[src/rtl/conv_mac_3x3_if.sv]
// Bundles the 3x3 convolution MAC signals: the start/result handshake and
// the two synchronous read ports to the coefficient ROM and pixel window.
interface conv_mac_3x3_if;
  logic               start;
  logic               coef_en;
  logic [3:0]         coef_addr;
  logic signed [8:0]  coef_in;
  logic               pix_en;
  logic [3:0]         pix_addr;
  logic [7:0]         pix_in;
  logic signed [20:0] result;
  logic [7:0]         pix_out;
  logic               valid;
  logic               busy;

  // Requester / memory side: issues start, returns ROM and window data.
  modport master (
    output start, coef_in, pix_in,
    input  coef_en, coef_addr, pix_en, pix_addr, result, pix_out, valid, busy
  );

  // Convolution engine side.
  modport slave (
    input  start, coef_in, pix_in,
    output coef_en, coef_addr, pix_en, pix_addr, result, pix_out, valid, busy
  );
endinterface

[src/rtl/conv_mac_3x3.sv]
// 3x3 convolution multiply-accumulate engine. One start walks taps 0..8
// through the coefficient ROM and pixel window (both with one cycle read
// latency), accumulates signed coef * unsigned pixel, and publishes the
// 21-bit sum plus an optional ReLU/clamped 8-bit pixel with a valid pulse.
module conv_mac_3x3 #(
  parameter bit RELU_EN = 1'b1
) (
  input  logic           clk,
  input  logic           rst,
  conv_mac_3x3_if.slave  bus
);

  typedef enum logic [1:0] {IDLE, RUN, DRAIN} state_t;

  state_t             state_q;
  logic [3:0]         tap_q;
  logic               en_q;
  logic               tapValid_q;
  logic signed [20:0] acc_q;
  logic signed [20:0] result_q;
  logic [7:0]         pixOut_q;
  logic               valid_q;
  logic               busy_q;

  logic signed [16:0] coefExt;
  logic signed [16:0] pixExt;
  logic signed [16:0] prod;
  logic signed [20:0] prodExt;
  logic signed [20:0] acc_d;
  logic [7:0]         pixOut_d;

  // Product of the tap returned last cycle, folded into the running sum only
  // when that tap was actually requested.
  always_comb begin
    coefExt = {{8{bus.coef_in[8]}}, bus.coef_in};
    pixExt  = {9'd0, bus.pix_in};
    prod    = coefExt * pixExt;
    prodExt = {{4{prod[16]}}, prod};
    acc_d   = acc_q;
    if (tapValid_q) begin
      acc_d = acc_q + prodExt;
    end
  end

  // Output pixel: ReLU with saturation at 255, or plain truncation.
  always_comb begin
    pixOut_d = acc_d[7:0];
    if (RELU_EN) begin
      if (acc_d[20]) begin
        pixOut_d = 8'd0;
      end else if (acc_d > 21'sd255) begin
        pixOut_d = 8'd255;
      end
    end
  end

  // Sequencer: IDLE -> RUN (taps 0..8) -> DRAIN (last product lands) -> IDLE.
  always_ff @(posedge clk or negedge rst) begin
    if (!rst) begin
      state_q    <= IDLE;
      tap_q      <= 4'd0;
      en_q       <= 1'b0;
      tapValid_q <= 1'b0;
      acc_q      <= '0;
      result_q   <= '0;
      pixOut_q   <= 8'd0;
      valid_q    <= 1'b0;
      busy_q     <= 1'b0;
    end else begin
      valid_q    <= 1'b0;
      tapValid_q <= en_q;
      acc_q      <= acc_d;
      case (state_q)
        IDLE: begin
          if (bus.start) begin
            state_q <= RUN;
            busy_q  <= 1'b1;
            en_q    <= 1'b1;
            tap_q   <= 4'd0;
            acc_q   <= '0;
          end
        end
        RUN: begin
          if (tap_q == 4'd8) begin
            state_q <= DRAIN;
            en_q    <= 1'b0;
            tap_q   <= 4'd0;
          end else begin
            tap_q <= tap_q + 4'd1;
          end
        end
        DRAIN: begin
          state_q  <= IDLE;
          busy_q   <= 1'b0;
          result_q <= acc_d;
          pixOut_q <= pixOut_d;
          valid_q  <= 1'b1;
        end
        default: begin
          state_q <= IDLE;
          busy_q  <= 1'b0;
          en_q    <= 1'b0;
          tap_q   <= 4'd0;
        end
      endcase
    end
  end

  assign bus.coef_en   = en_q;
  assign bus.coef_addr = tap_q;
  assign bus.pix_en    = en_q;
  assign bus.pix_addr  = tap_q;
  assign bus.result    = result_q;
  assign bus.pix_out   = pixOut_q;
  assign bus.valid     = valid_q;
  assign bus.busy      = busy_q;

endmodule

[src/flat_wrapper.sv]
// flat-port wrapper written by rule: the top's interface ports become plain ports
module conv_mac_3x3_flat 
#(
  parameter bit RELU_EN = 1'b1
)
  (clk, rst, bus_start, bus_coef_in, bus_pix_in, bus_coef_en, bus_coef_addr, bus_pix_en, bus_pix_addr, bus_result, bus_pix_out, bus_valid, bus_busy);
  conv_mac_3x3_if bus_i ();
  input  logic clk;
  input  logic rst;
  input wire logic [$bits(bus_i.start)-1:0] bus_start;
  input wire logic [$bits(bus_i.coef_in)-1:0] bus_coef_in;
  input wire logic [$bits(bus_i.pix_in)-1:0] bus_pix_in;
  output wire logic [$bits(bus_i.coef_en)-1:0] bus_coef_en;
  output wire logic [$bits(bus_i.coef_addr)-1:0] bus_coef_addr;
  output wire logic [$bits(bus_i.pix_en)-1:0] bus_pix_en;
  output wire logic [$bits(bus_i.pix_addr)-1:0] bus_pix_addr;
  output wire logic [$bits(bus_i.result)-1:0] bus_result;
  output wire logic [$bits(bus_i.pix_out)-1:0] bus_pix_out;
  output wire logic [$bits(bus_i.valid)-1:0] bus_valid;
  output wire logic [$bits(bus_i.busy)-1:0] bus_busy;
  assign bus_i.start = bus_start;
  assign bus_i.coef_in = bus_coef_in;
  assign bus_i.pix_in = bus_pix_in;
  assign bus_coef_en = bus_i.coef_en;
  assign bus_coef_addr = bus_i.coef_addr;
  assign bus_pix_en = bus_i.pix_en;
  assign bus_pix_addr = bus_i.pix_addr;
  assign bus_result = bus_i.result;
  assign bus_pix_out = bus_i.pix_out;
  assign bus_valid = bus_i.valid;
  assign bus_busy = bus_i.busy;
  conv_mac_3x3 #(.RELU_EN(RELU_EN)) u_core (.clk(clk), .rst(rst), .bus(bus_i));
endmodule
[config.mk]
export PLATFORM = sky130hd
export DESIGN_NAME = conv_mac_3x3_flat
export DESIGN_NICKNAME = d
export VERILOG_FILES = /design/src/rtl/conv_mac_3x3_if.sv /design/src/rtl/conv_mac_3x3.sv /design/src/flat_wrapper.sv
export SDC_FILE = /design/constraint.sdc
export NUM_CORES = 1
export LEC_CHECK = 0
export BUFFER_PORTS_ARGS = -buffer_cell sky130_fd_sc_hd__buf_2
export CORE_ASPECT_RATIO = 0.5
export CORE_UTILIZATION = 55
export CTS_BUF_LIST = sky130_fd_sc_hd__clkbuf_8
export CTS_CLUSTER_SIZE = 10
export DETAILED_ROUTE_END_ITERATION = 12
export PLACE_DENSITY = 0.75
export SLEW_MARGIN = 20
export SYNTH_ARGS = -nofsm -noshare
export SYNTH_HDL_FRONTEND = slang
export SYNTH_SLANG_ARGS = --single-unit
[constraint.sdc]
create_clock -name clk -period 3.3 [get_ports clk]
set_input_delay 0.495 -clock clk [delete_from_list [all_inputs] [get_ports clk]]
set_output_delay 0.495 -clock clk [all_outputs]
set_load 0.01 [all_outputs]
==> impl_results.md <==
- RSZ-0062 raised after global routing: yes
- DP Wirelength: 12200 um
- Post-synth EDFFs: 0
- Boundary Pins: 61
- # diodes: 0
- Failing checks: setup timing
- Final Worst Setup Slack: -3170 ps
- Kind of end point of the critical path: flop
- Final period util: 196%
- Final hold vios: 0
- Worst-path clk slew: 70 ps
- Drt wl/cell: 18.6 um
- Detailed Route Iter0 Violations: 481
- FMAX: 0.154 GHz
- Detail Route Antenna Nets: 0
- Worst Tran Pin Value: 1140 ps
- Reg2Reg Setup Slack: -190 ps
- Min Tclk post-route: 6470 ps
- TritonRoute pass-1 iters: 5
- Syn nets: 835
- Mapped cell area: 6320 um2
- CTS Buf Count: 9
- H-Tree Depth: 3
- Die height: 77.8 um
- Register area share after synthesis: 23.8%
- Most used DFF post-synth: dfrtp_1
- Post-Synthesis Cells: 700
- Most common cell after layout, fill and taps aside: buf_4
- Max_cap viols: 0
- Classification of the worst-slack hold path: in2async
- Number of I/O port buffers: 60
- Core area: 11100 um2
- CP Max Fanout: 8
- Critical Path RT: 3520 ps
- CTS sink count: 60
- Commonest cells after routing, fill and taps aside: buf_4 (120), inv_1 (93), nand2_1 (64)
- # placed instances: 1002
- Worst R2R Start: u_core.acc_q[0]$_DFF_PN0_
- First-pass GRT wire length: 27700 um
- Setup CP Type: in2reg
- Mean Syn Cell Area: 9.02 um2
- Share of cells above drive strength 1: 44.3%
- CP max stage cell: fa_1
- Crit path DAT: 6700 ps
- Total GRT Usage: 29.1%
- Fin cells: 1055
- # DRC: 0
- Compound-Gate Fraction of Synth Area: 15.0%
- Simple-gate share of the synthesized area: 19.0%
- CTS tree: built
- Worst R2R End: u_core.bus.pix_out[6]$_DFFE_PN0P_
- XOR/XNOR Fraction of Synth Area: 3.47%
- Final wirelength: 19700 um
- R2R depth: 13
- RePlAce Congestion: 0.902
- Overall die width: 154 um
- Root buf cell: clkbuf_8
- NumNets Final: 1040
- Die footprint: 11900 um2
- Largest family of logic cells by synthesized area: adder cells
- Final setup fails: 42
- Antenna violations before repair: 0
- Vias in the first global route: 5799
- Slew headroom: 24.1%
- Longest Clk Path Bufs: 2
- Synth Warn #: 0
- Total congestion overflow: 0
- Setup Skew: 12.6 ps
- Async SR Flop Fraction: 100%
- Multiplexer share of the synthesized area: 1.01%
- Area Growth Syn to Fin: 45.7%
- Seq cells post-synth: 60
- Worst Setup Start Kind: input pin
- Adder-Cell Fraction of Synth Area: 29.8%
- Largest net degree at the start of global routing: 40
- Final Max Slew Viols: 0
- Starting density of the core: 57.0%
- CP peak stage delay: 530 ps
- Count of cell types in the netlist: 69
- Via density: 5.70
- Number of hold buffers added after CTS: 0
- Via count: 6017
- Clk Latency, worst-skew pair: 350 ps
- Site row count: 27
- Status: finished with violations
==> cell usage after synthesis, types with 6 or more instances <==
cell type | instances | area [um2]
inv_1 | 108 | 405
nand2_1 | 79 | 297
dfrtp_1 | 60 | 1500
fa_1 | 59 | 1180
ha_1 | 56 | 701
nor2_1 | 49 | 184
and2_1 | 45 | 282
o21ai_0 | 33 | 165
a21oi_1 | 26 | 130
xnor2_1 | 18 | 158
a211oi_1 | 11 | 82.6
a21o_1 | 10 | 75.1
clkbuf_1 | 9 | 33.8
nor2b_1 | 9 | 56.3
nand3_1 | 8 | 40.0
and3_1 | 7 | 43.8
nor3_1 | 7 | 35.0
o21a_1 | 7 | 52.6
xor2_1 | 7 | 61.3
buf_4 | 6 | 45.0
==> layout make-up <==
cell class | instances | area, um2
fill | 594 | 1880
inverter | 108 | 405
clock buffer | 9 | 124
timing repair buffer | 213 | 1680
tap | 145 | 181
multi-input combinational | 513 | 5240
sequential | 60 | 1500
clock inverter | 7 | 68.8
==> metal layers <==
metal | routed length [um] | up-vias | global-route usage, %
li1 | - | 2703 | -
met1 | 8200 | 2937 | 39.4
met2 | 9520 | 309 | 49.2
met3 | 1290 | 68 | 4.13
met4 | 664 | 0 | 8.10
met5 | 0 | - | 0
==> worst max-delay path, delay by kind of cell <==
kind / cells / cell delay (ps)
adder cells (fa/ha/maj): 6 / 2390
AO/OA/AOI/OAI: 13 / 2140
AND/OR/NAND/NOR: 7 / 1130
buffers and inverters: 5 / 390
XOR/XNOR: 1 / 150
==> repair_timing <==
action / 4_1_cts / 5_1_grt
cloned: 1 / 0
resized for setup: 121 / 81
pin swaps: 73 / 27
endpoints found under the setup margin: 42 / 42
buffers inserted: 19 / 21
==> worst max path at each step <==
stage,from,end,slack [ps],cells past startpoint
final,bus_coef_in[5],u_core.bus.pix_out[6]$_DFFE_PN0P_,-3170,32
after detailed placement,bus_pix_in[2],u_core.bus.pix_out[4]$_DFFE_PN0P_,-3410,31
after global placement,bus_coef_in[5],u_core.bus.pix_out[4]$_DFFE_PN0P_,-3290,32
after CTS,bus_coef_in[5],u_core.bus.pix_out[5]$_DFFE_PN0P_,-2830,32
after floorplan,bus_pix_in[0],u_core.bus.pix_out[0]$_DFFE_PN0P_,-3150,31
after global routing,bus_pix_in[2],u_core.bus.pix_out[5]$_DFFE_PN0P_,-3340,31
==> kinds of logic after synthesis <==
kind of cell,Yosys count
adder cells (fa/ha/maj),115
XOR/XNOR,25
multiplexers,6
AND/OR/NAND/NOR,233
flip-flops,60
buffers and inverters,128
AO/OA/AOI/OAI,133
==> through the flow <==
stage / worst slack (ps) / TNS, ps / hold WS [ps] / utilization, % / cell area, um2
after global routing: -3340 / -96370 / 285 / 83.1 / 9210
final: -3170 / -90140 / 243 / 83.1 / 9210
after CTS: -2830 / -81520 / 249 / 78.0 / 8640
after detailed placement: -3410 / -102870 / 457 / 70.4 / 7800
after global placement: -3290 / -99290 / 448 / 70.4 / 7800
after floorplan: -3150 / -81390 / 199 / - / 6600
==> state kept, by name, summed over array words and instances, names as in the netlist, 2 cells and up <==
| register | cells |
|---|---|
| u_core.acc_q | 21 |
| u_core.state_q | 2 |
| u_core.bus.pix_out | 8 |
| u_core.bus.result | 21 |
| u_core.bus.coef_addr | 4 |
Power is not shown: default switching activity piles up to over one toggle a cycle in this logic, so the estimate is an artifact.
